File: src/rtl/mem_arb_pkg.sv
// Shared types for the fetch/execute memory arbiter.
// MEM_ARB_FAIR_EN (when defined) enables alternating grants under contention.
package mem_arb_pkg;

    typedef enum logic [1:0] {
        IDLE   = 2'd0,
        ACC_IF = 2'd1,
        ACC_EX = 2'd2
    } state_t;

    typedef enum logic {
        PORT_IF = 1'b0,
        PORT_EX = 1'b1
    } port_t;

    // Width of the access-length down-counter; MEM_LATENCY must fit in it.
    localparam int LAT_W = 4;

endpackage

File: src/rtl/mem_arb_grant.sv
// Combinational grant decision between the fetch and execute requesters.
// MEM_ARB_FAIR_EN adds a last-grant input that alternates the winner under contention.
module mem_arb_grant
    import mem_arb_pkg::*;
(
    input  logic  if_req,
    input  logic  if_flush,
    input  logic  if_ready,
    input  logic  ex_req,
    input  logic  ex_ready,
`ifdef MEM_ARB_FAIR_EN
    input  port_t last_grant,
`endif
    output logic  grant_valid,
    output port_t grant_port
);

    logic if_pend;
    logic ex_pend;

    // A port finishing this cycle still shows req high; it is not a new request.
    assign if_pend = if_req & ~if_flush & ~if_ready;
    assign ex_pend = ex_req & ~ex_ready;

    always_comb begin
        grant_valid = if_pend | ex_pend;
        grant_port  = PORT_EX;
        if (if_pend && !ex_pend) begin
            grant_port = PORT_IF;
        end
`ifdef MEM_ARB_FAIR_EN
        else if (if_pend && ex_pend && last_grant == PORT_EX) begin
            grant_port = PORT_IF;
        end
`endif
    end

endmodule

File: src/rtl/mem_arbiter.sv
// Two-requester (fetch / execute) arbiter for a shared single-port memory.
// Define MEM_ARB_FAIR_EN for alternating grants under contention; otherwise execute always wins.
module mem_arbiter
    import mem_arb_pkg::*;
#(
    parameter int ADDR_WIDTH  = 12,
    parameter int WORD_WIDTH  = 32,
    parameter int MEM_LATENCY = 1
)(
    input  logic                  i_clk,
    input  logic                  i_rst_n,

    input  logic                  i_if_req,
    input  logic [ADDR_WIDTH-1:0] i_if_addr,
    input  logic                  i_if_flush,
    output logic                  o_if_ready,
    output logic [WORD_WIDTH-1:0] o_if_data,
    output logic                  o_if_stall,

    input  logic                  i_ex_req,
    input  logic                  i_ex_we,
    input  logic [ADDR_WIDTH-1:0] i_ex_addr,
    input  logic [WORD_WIDTH-1:0] i_ex_wdata,
    output logic                  o_ex_ready,
    output logic [WORD_WIDTH-1:0] o_ex_rdata,
    output logic                  o_ex_stall,

    output logic [ADDR_WIDTH-1:0] o_mem_addr,
    output logic                  o_mem_write,
    output logic [WORD_WIDTH-1:0] o_mem_wdata,
    input  logic [WORD_WIDTH-1:0] i_mem_data
);

    localparam logic [LAT_W-1:0] LAT_CNT  = LAT_W'(MEM_LATENCY);
    localparam logic [LAT_W-1:0] LAT_LAST = LAT_W'(1);

    state_t           state;
    logic [LAT_W-1:0] cnt;
    logic             flushed;
    logic             grant_valid;
    port_t            grant_port;
`ifdef MEM_ARB_FAIR_EN
    port_t            last_grant;
`endif

    mem_arb_grant u_grant (
        .if_req      (i_if_req),
        .if_flush    (i_if_flush),
        .if_ready    (o_if_ready),
        .ex_req      (i_ex_req),
        .ex_ready    (o_ex_ready),
`ifdef MEM_ARB_FAIR_EN
        .last_grant  (last_grant),
`endif
        .grant_valid (grant_valid),
        .grant_port  (grant_port)
    );

    assign o_if_stall = i_if_req & ~o_if_ready;
    assign o_ex_stall = i_ex_req & ~o_ex_ready;

    // o_mem_write doubles as the latched write-enable of the execute access in flight.
    always_ff @(posedge i_clk or negedge i_rst_n) begin
        if (!i_rst_n) begin
            state       <= IDLE;
            cnt         <= '0;
            flushed     <= 1'b0;
            o_if_ready  <= 1'b0;
            o_ex_ready  <= 1'b0;
            o_if_data   <= '0;
            o_ex_rdata  <= '0;
            o_mem_addr  <= '0;
            o_mem_write <= 1'b0;
            o_mem_wdata <= '0;
`ifdef MEM_ARB_FAIR_EN
            last_grant  <= PORT_IF;
`endif
        end else begin
            o_if_ready <= 1'b0;
            o_ex_ready <= 1'b0;
            case (state)
                IDLE: begin
                    if (grant_valid) begin
                        cnt     <= LAT_CNT;
                        flushed <= 1'b0;
`ifdef MEM_ARB_FAIR_EN
                        last_grant <= grant_port;
`endif
                        if (grant_port == PORT_EX) begin
                            state       <= ACC_EX;
                            o_mem_addr  <= i_ex_addr;
                            o_mem_wdata <= i_ex_wdata;
                            o_mem_write <= i_ex_we;
                        end else begin
                            state       <= ACC_IF;
                            o_mem_addr  <= i_if_addr;
                            o_mem_write <= 1'b0;
                        end
                    end
                end
                ACC_IF: begin
                    // A flush anywhere in the access, including its last cycle, drops the result.
                    if (cnt == LAT_LAST) begin
                        state <= IDLE;
                        cnt   <= '0;
                        if (!(flushed || i_if_flush)) begin
                            o_if_ready <= 1'b1;
                            o_if_data  <= i_mem_data;
                        end
                    end else begin
                        cnt <= cnt - 1'b1;
                        if (i_if_flush) begin
                            flushed <= 1'b1;
                        end
                    end
                end
                ACC_EX: begin
                    if (cnt == LAT_LAST) begin
                        state       <= IDLE;
                        cnt         <= '0;
                        o_mem_write <= 1'b0;
                        o_ex_ready  <= 1'b1;
                        if (!o_mem_write) begin
                            o_ex_rdata <= i_mem_data;
                        end
                    end else begin
                        cnt <= cnt - 1'b1;
                    end
                end
                default: begin
                    state <= IDLE;
                end
            endcase
        end
    end

endmodule

File: config.mk
export PLATFORM = sky130hd
export DESIGN_NAME = mem_arbiter
export DESIGN_NICKNAME = d
export VERILOG_FILES = /design/src/rtl/mem_arb_pkg.sv /design/src/rtl/mem_arb_grant.sv /design/src/rtl/mem_arbiter.sv
export SDC_FILE = /design/constraint.sdc
export NUM_CORES = 1
export LEC_CHECK = 0
export BUFFER_PORTS_ARGS = -buffer_cell sky130_fd_sc_hd__buf_4
export CELL_PAD_IN_SITES_DETAIL_PLACEMENT = 1
export CELL_PAD_IN_SITES_GLOBAL_PLACEMENT = 1
export CORE_MARGIN = 5
export CORE_UTILIZATION = 40
export CTS_CLUSTER_SIZE = 24
export DETAILED_ROUTE_END_ITERATION = 16
export PLACE_DENSITY_LB_ADDON = 0.1
export SETUP_SLACK_MARGIN = 0.3
export SYNTH_ARGS = -nofsm -noshare
export SYNTH_HDL_FRONTEND = slang
export SYNTH_SLANG_ARGS = --single-unit
File: constraint.sdc
create_clock -name i_clk -period 4.88 [get_ports i_clk]
set_clock_uncertainty 0.2 [all_clocks]
set_input_delay 0.976 -clock i_clk [delete_from_list [all_inputs] [get_ports i_clk]]
set_output_delay 0.976 -clock i_clk [all_outputs]
set_load 0.1 [all_outputs]
==> metrics.txt, run 1 <==
Most used DFF post-synth dfrtp_1; clk root buf clkbuf_16; count leader, synth dfrtp_1; Final TNS setup 0 ns; Async SR Flop Fraction 100.0%; Max-cap violations 0; I/O Pins a little over 200; fin. max-slew vios 0; status finished clean; RSZ-0062 raised after global routing false; area share of the largest cell type after synthesis between 60% and 70%; first-pass GRT wire length 20330 µm; Synth Area per Inst around 15 µm²; drt via density 4.924; DRT iter0 DRCs 119; DRC viols 0; core area roughly 12000 µm²; hpwl dp 9596 µm; synthesized flop and latch total approximately 120; count of cell types in the netlist 35; initial antenna violation count 0; Worst setup SP type primary input; Congestion Overflow GR 0; Num CTS Buffers 17; CTS sink cnt between 100 and 150; share of layout cells above drive strength 1 62.04%; Synth Warn # 0; Via Count 3383; Synth Net Count ~420; Mapped Cells 317; Initial Utilization about two fifths; Final setup viols 0; WS Path Type in -> out; Max clock buf depth 2; Crit path top cell by count buf_4; Min-Delay Path Class reg -> reg; relative slew slack around 33%; RD Place Congestion between 0.7 and 0.8; Req. time, crit path about 3.7 ns; cell taking the most area after synthesis dfrtp_1; Layout area overhead 45.61%; Post-synth EDFFs 0; worst-skew pair later-pin latency about 0.42 ns; final wirelength between 10000 and 15000 µm; top cells by count, synth dfrtp_1 (118), mux2_4 (59), mux2_2 (36); min Tclk post-route around 2.8 ns; Worst Path Max Fanout 6; row count 40; CP endpoint kind output pin; Initial DRT Pass Iterations 4; # port buffers just over 200; post-synth design cell area between 4000 and 5000 µm²; crit-path cells buf_4 > nand2b_1 > inv_1 > buf_4; Sequential Area roughly 3000 µm²; hold_buf cts 0; H-Tree Depth 4; Critical Path AT between 1.5 and 2 ns; Chip Height approximately 120 µm; FILL cells about 1200; PostCTS Resize Cnt 0; total track usage a little under a fifth; Ant. Diodes 0; largest net degree at the start of global routing between 50 and 60; Crit-path slowest cell buf_4; Final Hold Vio Count 0; CTS tree yes; nets 630; fin crit share between 50% and 60%; Area contributors post-synth dfrtp_1 (60%), mux2_4 (18%), mux2_2 (8.3%); Multi-input gate area about 1800 µm²; Die Wd 120.7 µm; antenna-violating nets left 0; Die ar. ~15000 µm²; Critical Path Max Stage Delay between 0.3 and 0.4 ns; Routed WL per cell about 19 µm; vias in the first global route 3779; Worst-path clk slew 0.05 ns; Seq/Total Area, Yosys between 60% and 70%; Worst-Margin Slew 1.005 ns; Max Fclk around 350 MHz; post-CTS setup buffers 0
flip-flops by register name (all words and copies together), names as in the netlist:
| signal | count |
|---|---|
| o_ex_rdata | 32 |
| o_if_data | 32 |
| o_mem_wdata | 32 |
| o_mem_addr | 12 |
| cnt | 4 |
| state | 2 |
| flushed | 1 |
| o_ex_ready | 1 |
| o_if_ready | 1 |
| o_mem_write | 1 |
cell type report:
| class | instances | area share (%) |
|---|---|---|
| Tap cell | 147 | 2.578 |
| Sequential cell | 118 | 41.39 |
| Inverter | 8 | 0.4209 |
| Timing Repair Buffer | 208 | 21.89 |
| Clock buffer | 25 | 7.366 |
| Multi-Input combinational cell | 178 | 25.45 |
| Clock inverter | 3 | 0.9120 |
metrics by stage:
stage	util [%]	hold slack, ns	setup WS, ns	cells	area, µm²
after floorplan	-	0.2665	1.394	317	4900
after global placement	54.48	0.2758	2.050	659	6544
final	59.40	0.3019	2.030	687	7134
after CTS	59.40	0.3070	2.035	687	7134
after detailed placement	54.48	0.2952	1.982	659	6544
after global routing	59.40	0.3208	1.996	687	7134
path summary, 6_finish.rpt:
| path | from | endpoint | slack [ns] | cells past startpoint |
|---|---|---|---|---|
| max | i_ex_req | o_ex_stall | 2.03 | 4 |
| min | o_mem_wdata[8] | o_mem_wdata[8] | 0.30 | 1 |
| max reg2reg | cnt[1] | o_if_data[31] | 2.37 | 5 |
| min reg2reg | o_mem_wdata[8] | o_mem_wdata[8] | 0.30 | 1 |
| max in group asynchronous | i_rst_n | o_if_data[12] | 3.13 | 2 |
| min in group asynchronous | i_rst_n | o_mem_wdata[4] | 0.41 | 1 |
worst max-delay path, delay by kind of cell:
kind          cells  cell delay (ns)
buf+inv           3             0.60
simple gates      1             0.10
cells in the final DEF (no fill, tap or decap), drive strengths merged:
master | Yosys | final
buf | 11 | 208
dfrtp | 118 | 118
mux2 | 96 | 96
nor2 | 27 | 27
clkbuf | 2 | 25
o22ai | 13 | 13
inv | 8 | 8
a21oi | 5 | 5
ha | 5 | 5
o21ai | 4 | 4
nand2 | 4 | 4
nand2b | 3 | 3
nor3b | 3 | 3
nand3 | 3 | 3
nor3 | 2 | 2
bufinv | 0 | 2
nand3b | 2 | 2
nor2b | 1 | 1
and2 | 1 | 1
o21a | 1 | 1
or3 | 1 | 1
o41ai | 1 | 1
a21o | 1 | 1
o2bb2ai | 1 | 1
a32o | 1 | 1
a31o | 1 | 1
a211o | 1 | 1
a22o | 1 | 1
clkinv | 0 | 1
cell families after synthesis:
kind of cell / after synthesis / synth area share (%)
AOI/OAI and AO/OA: 30 / 3.984
adders and majority gates: 5 / 1.277
buffers and inverters: 21 / 2.681
DFF: 118 / 60.27
muxes: 96 / 26.58
and+or+nand+nor: 47 / 5.210
layer usage:
layer | wire [µm] | global-route usage (%)
met5 | 0 | 0
met4 | 277 | 7.295
met3 | 731 | 6.268
met2 | 6803 | 31.47
met1 | 5319 | 20.93
Power of run 1 is not shown: default switching activity piles up to over one toggle a cycle in this logic, so the estimate is an artifact.
==> run 2: changes to the inputs <==
CORE_UTILIZATION = 34   (was 40)
clock period = 2.4 ns   (was 4.88 ns; I/O delays follow)
==> metrics.txt, run 2 (synthesis results as in run 1) <==
status finished clean (unchanged); Critical Path Max Stage Delay 0.47 ns (was 0.33 ns); placed insts 699 (was 659); nets 643 (was 630); RSZ-0062 raised after global routing true (was false); worst-skew pair later-pin latency 0.41 ns (was 0.42 ns); Req. time, crit path 1.72 ns (was 3.70 ns); vias in the first global route 3734 (was 3779); Sequential Area 2957 µm² (was 2953 µm²); H-Tree Depth 4 (unchanged); Critical Path AT 1.38 ns (was 1.67 ns); hpwl dp 10010 µm (was 9596 µm); Die Wd 130.0 µm (was 120.7 µm); Chip Height 130.0 µm (was 120.7 µm); CP bufs+invs 2 (was 3); flop-to-flop setup slack 0.39 ns (was 2.37 ns); # port buffers 206 (unchanged); setup ws final 0.3361 ns (was 2.030 ns); Max Fclk just under 500 MHz; fin crit share a little under nine tenths; Worst-path clk slew 0.05 ns (about the same); clk root buf clkbuf_16 (unchanged); Via Count 3402 (was 3383); Routed WL per cell 18.64 µm (was 19.11 µm); CTS tree yes (unchanged); Final Hold Vio Count 0 (unchanged); Ant. Diodes 0 (unchanged); largest net degree at the start of global routing 52 (was 59); initial antenna violation count 0 (unchanged); Worst setup SP type register (was primary input); WS Path Type reg -> out (was in -> out); drt via density 4.616 (was 4.924); Num CTS Buffers 17 (unchanged); crit-path cells nand2b_4 > clkinvlp_4 > buf_12 (was buf_4 > nand2b_1 > inv_1 > buf_4); worst hold margin 0.09963 ns (was 0.3019 ns); first-pass GRT wire length 20970 µm (was 20330 µm); min Tclk post-route 2.064 ns; Worst Path Max Fanout 6 (unchanged); most common cell after layout, fill and taps aside buf_4 (unchanged); Layout area overhead 52.02% (was 45.61%); Cell Count, Final, Fillers Out 737 (was 687); core area 13990 µm² (was 12010 µm²); pre-CTS WS 0.2821 ns (was 1.982 ns); RD Place Congestion 0.7076 (was 0.7498); cell family with most CP delay flip-flops (was buffers and inverters); row count 43 (was 40); fin. max-slew vios 0 (unchanged); final wirelength 13740 µm (was 13130 µm); DRC viols 0 (unchanged); Initial Utilization 35.03% (was 40.79%); CTS sink cnt 118 (unchanged); Max-cap violations 0 (unchanged); Crit-path slowest cell dfrtp_4 (was buf_4); Congestion Overflow GR 0 (unchanged); DRT iter0 DRCs 64 (was 119); Multi-input gate area 1867 µm² (was 1815 µm²); Final TNS setup 0 ns (unchanged); Die ar. 16910 µm² (was 14560 µm²); CP endpoint kind output pin (unchanged); I/O Pins 207 (unchanged); most frequent cells in the layout buf_4 (216), dfrtp_1 (117), mux2_4 (59) (was buf_4 (208), dfrtp_1 (118), mux2_4 (59)); Min-Delay Path Class in -> reg (was reg -> reg); antenna-violating nets left 0 (unchanged); Initial DRT Pass Iterations 4 (unchanged); total track usage 16.33% (was 18.31%); FILL cells 1411 (was 1205); biggest regs o_ex_rdata: 32 flops, o_if_data: 32 flops, o_mem_wdata: 32 flops (unchanged); Worst-Margin Slew 0.6472 ns (was 1.005 ns); Final setup viols 0 (unchanged); share of layout cells above drive strength 1 64.45% (was 62.04%); Max clock buf depth 2 (unchanged); relative slew slack 56.40% (was 32.76%)
## run 2: what timing repair did
item	CTS	global route
hold buffers	1	0
pin swaps	0	0
setup endpoints to repair	3	51
endpoints found under the hold margin	17	0
buffers inserted	0	5
gates resized for setup	1	4
## run 2: stage by stage
step           util, %  area, µm²
6_report         53.25       7448
5_1_grt          53.25       7448
4_1_cts          52.84       7391
3_5_place_dp     48.06       6723
3_3_place_gp     48.06       6723
2_1_floorplan        -       4966
## run 2: final timing paths
kind                               start         endpoint  cells after the start
max in group asynchronous        i_rst_n       o_ex_ready                      3
min                        i_ex_wdata[8]   o_mem_wdata[8]                      2
max                           o_ex_ready       o_ex_stall                      3
max reg2reg                       cnt[0]    o_if_data[23]                      6
min in group asynchronous        i_rst_n  o_mem_wdata[28]                      2
min reg2reg                      flushed          flushed                      1
## run 2: area by class of cell
cell class	count	area share (%)
multi-input cells	178	25.06
clock inverters	7	1.865
clock buffers	25	6.921
well taps	180	3.024
repair buffers	221	22.98
flip-flops and latches	118	39.69
inverters	8	0.4536
## run 2: per-layer routing
| metal | GRT usage [%] | share of wire [%] | up-vias |
|---|---|---|---|
| li1 | - | - | 1572 |
| met1 | 20.13 | 41 | 1697 |
| met2 | 27.52 | 51 | 113 |
| met3 | 4.257 | 5.8 | 20 |
| met4 | 6.235 | 1.9 | 0 |
| met5 | 0 | 0 | - |
Power of run 2 is left out for the same reason.
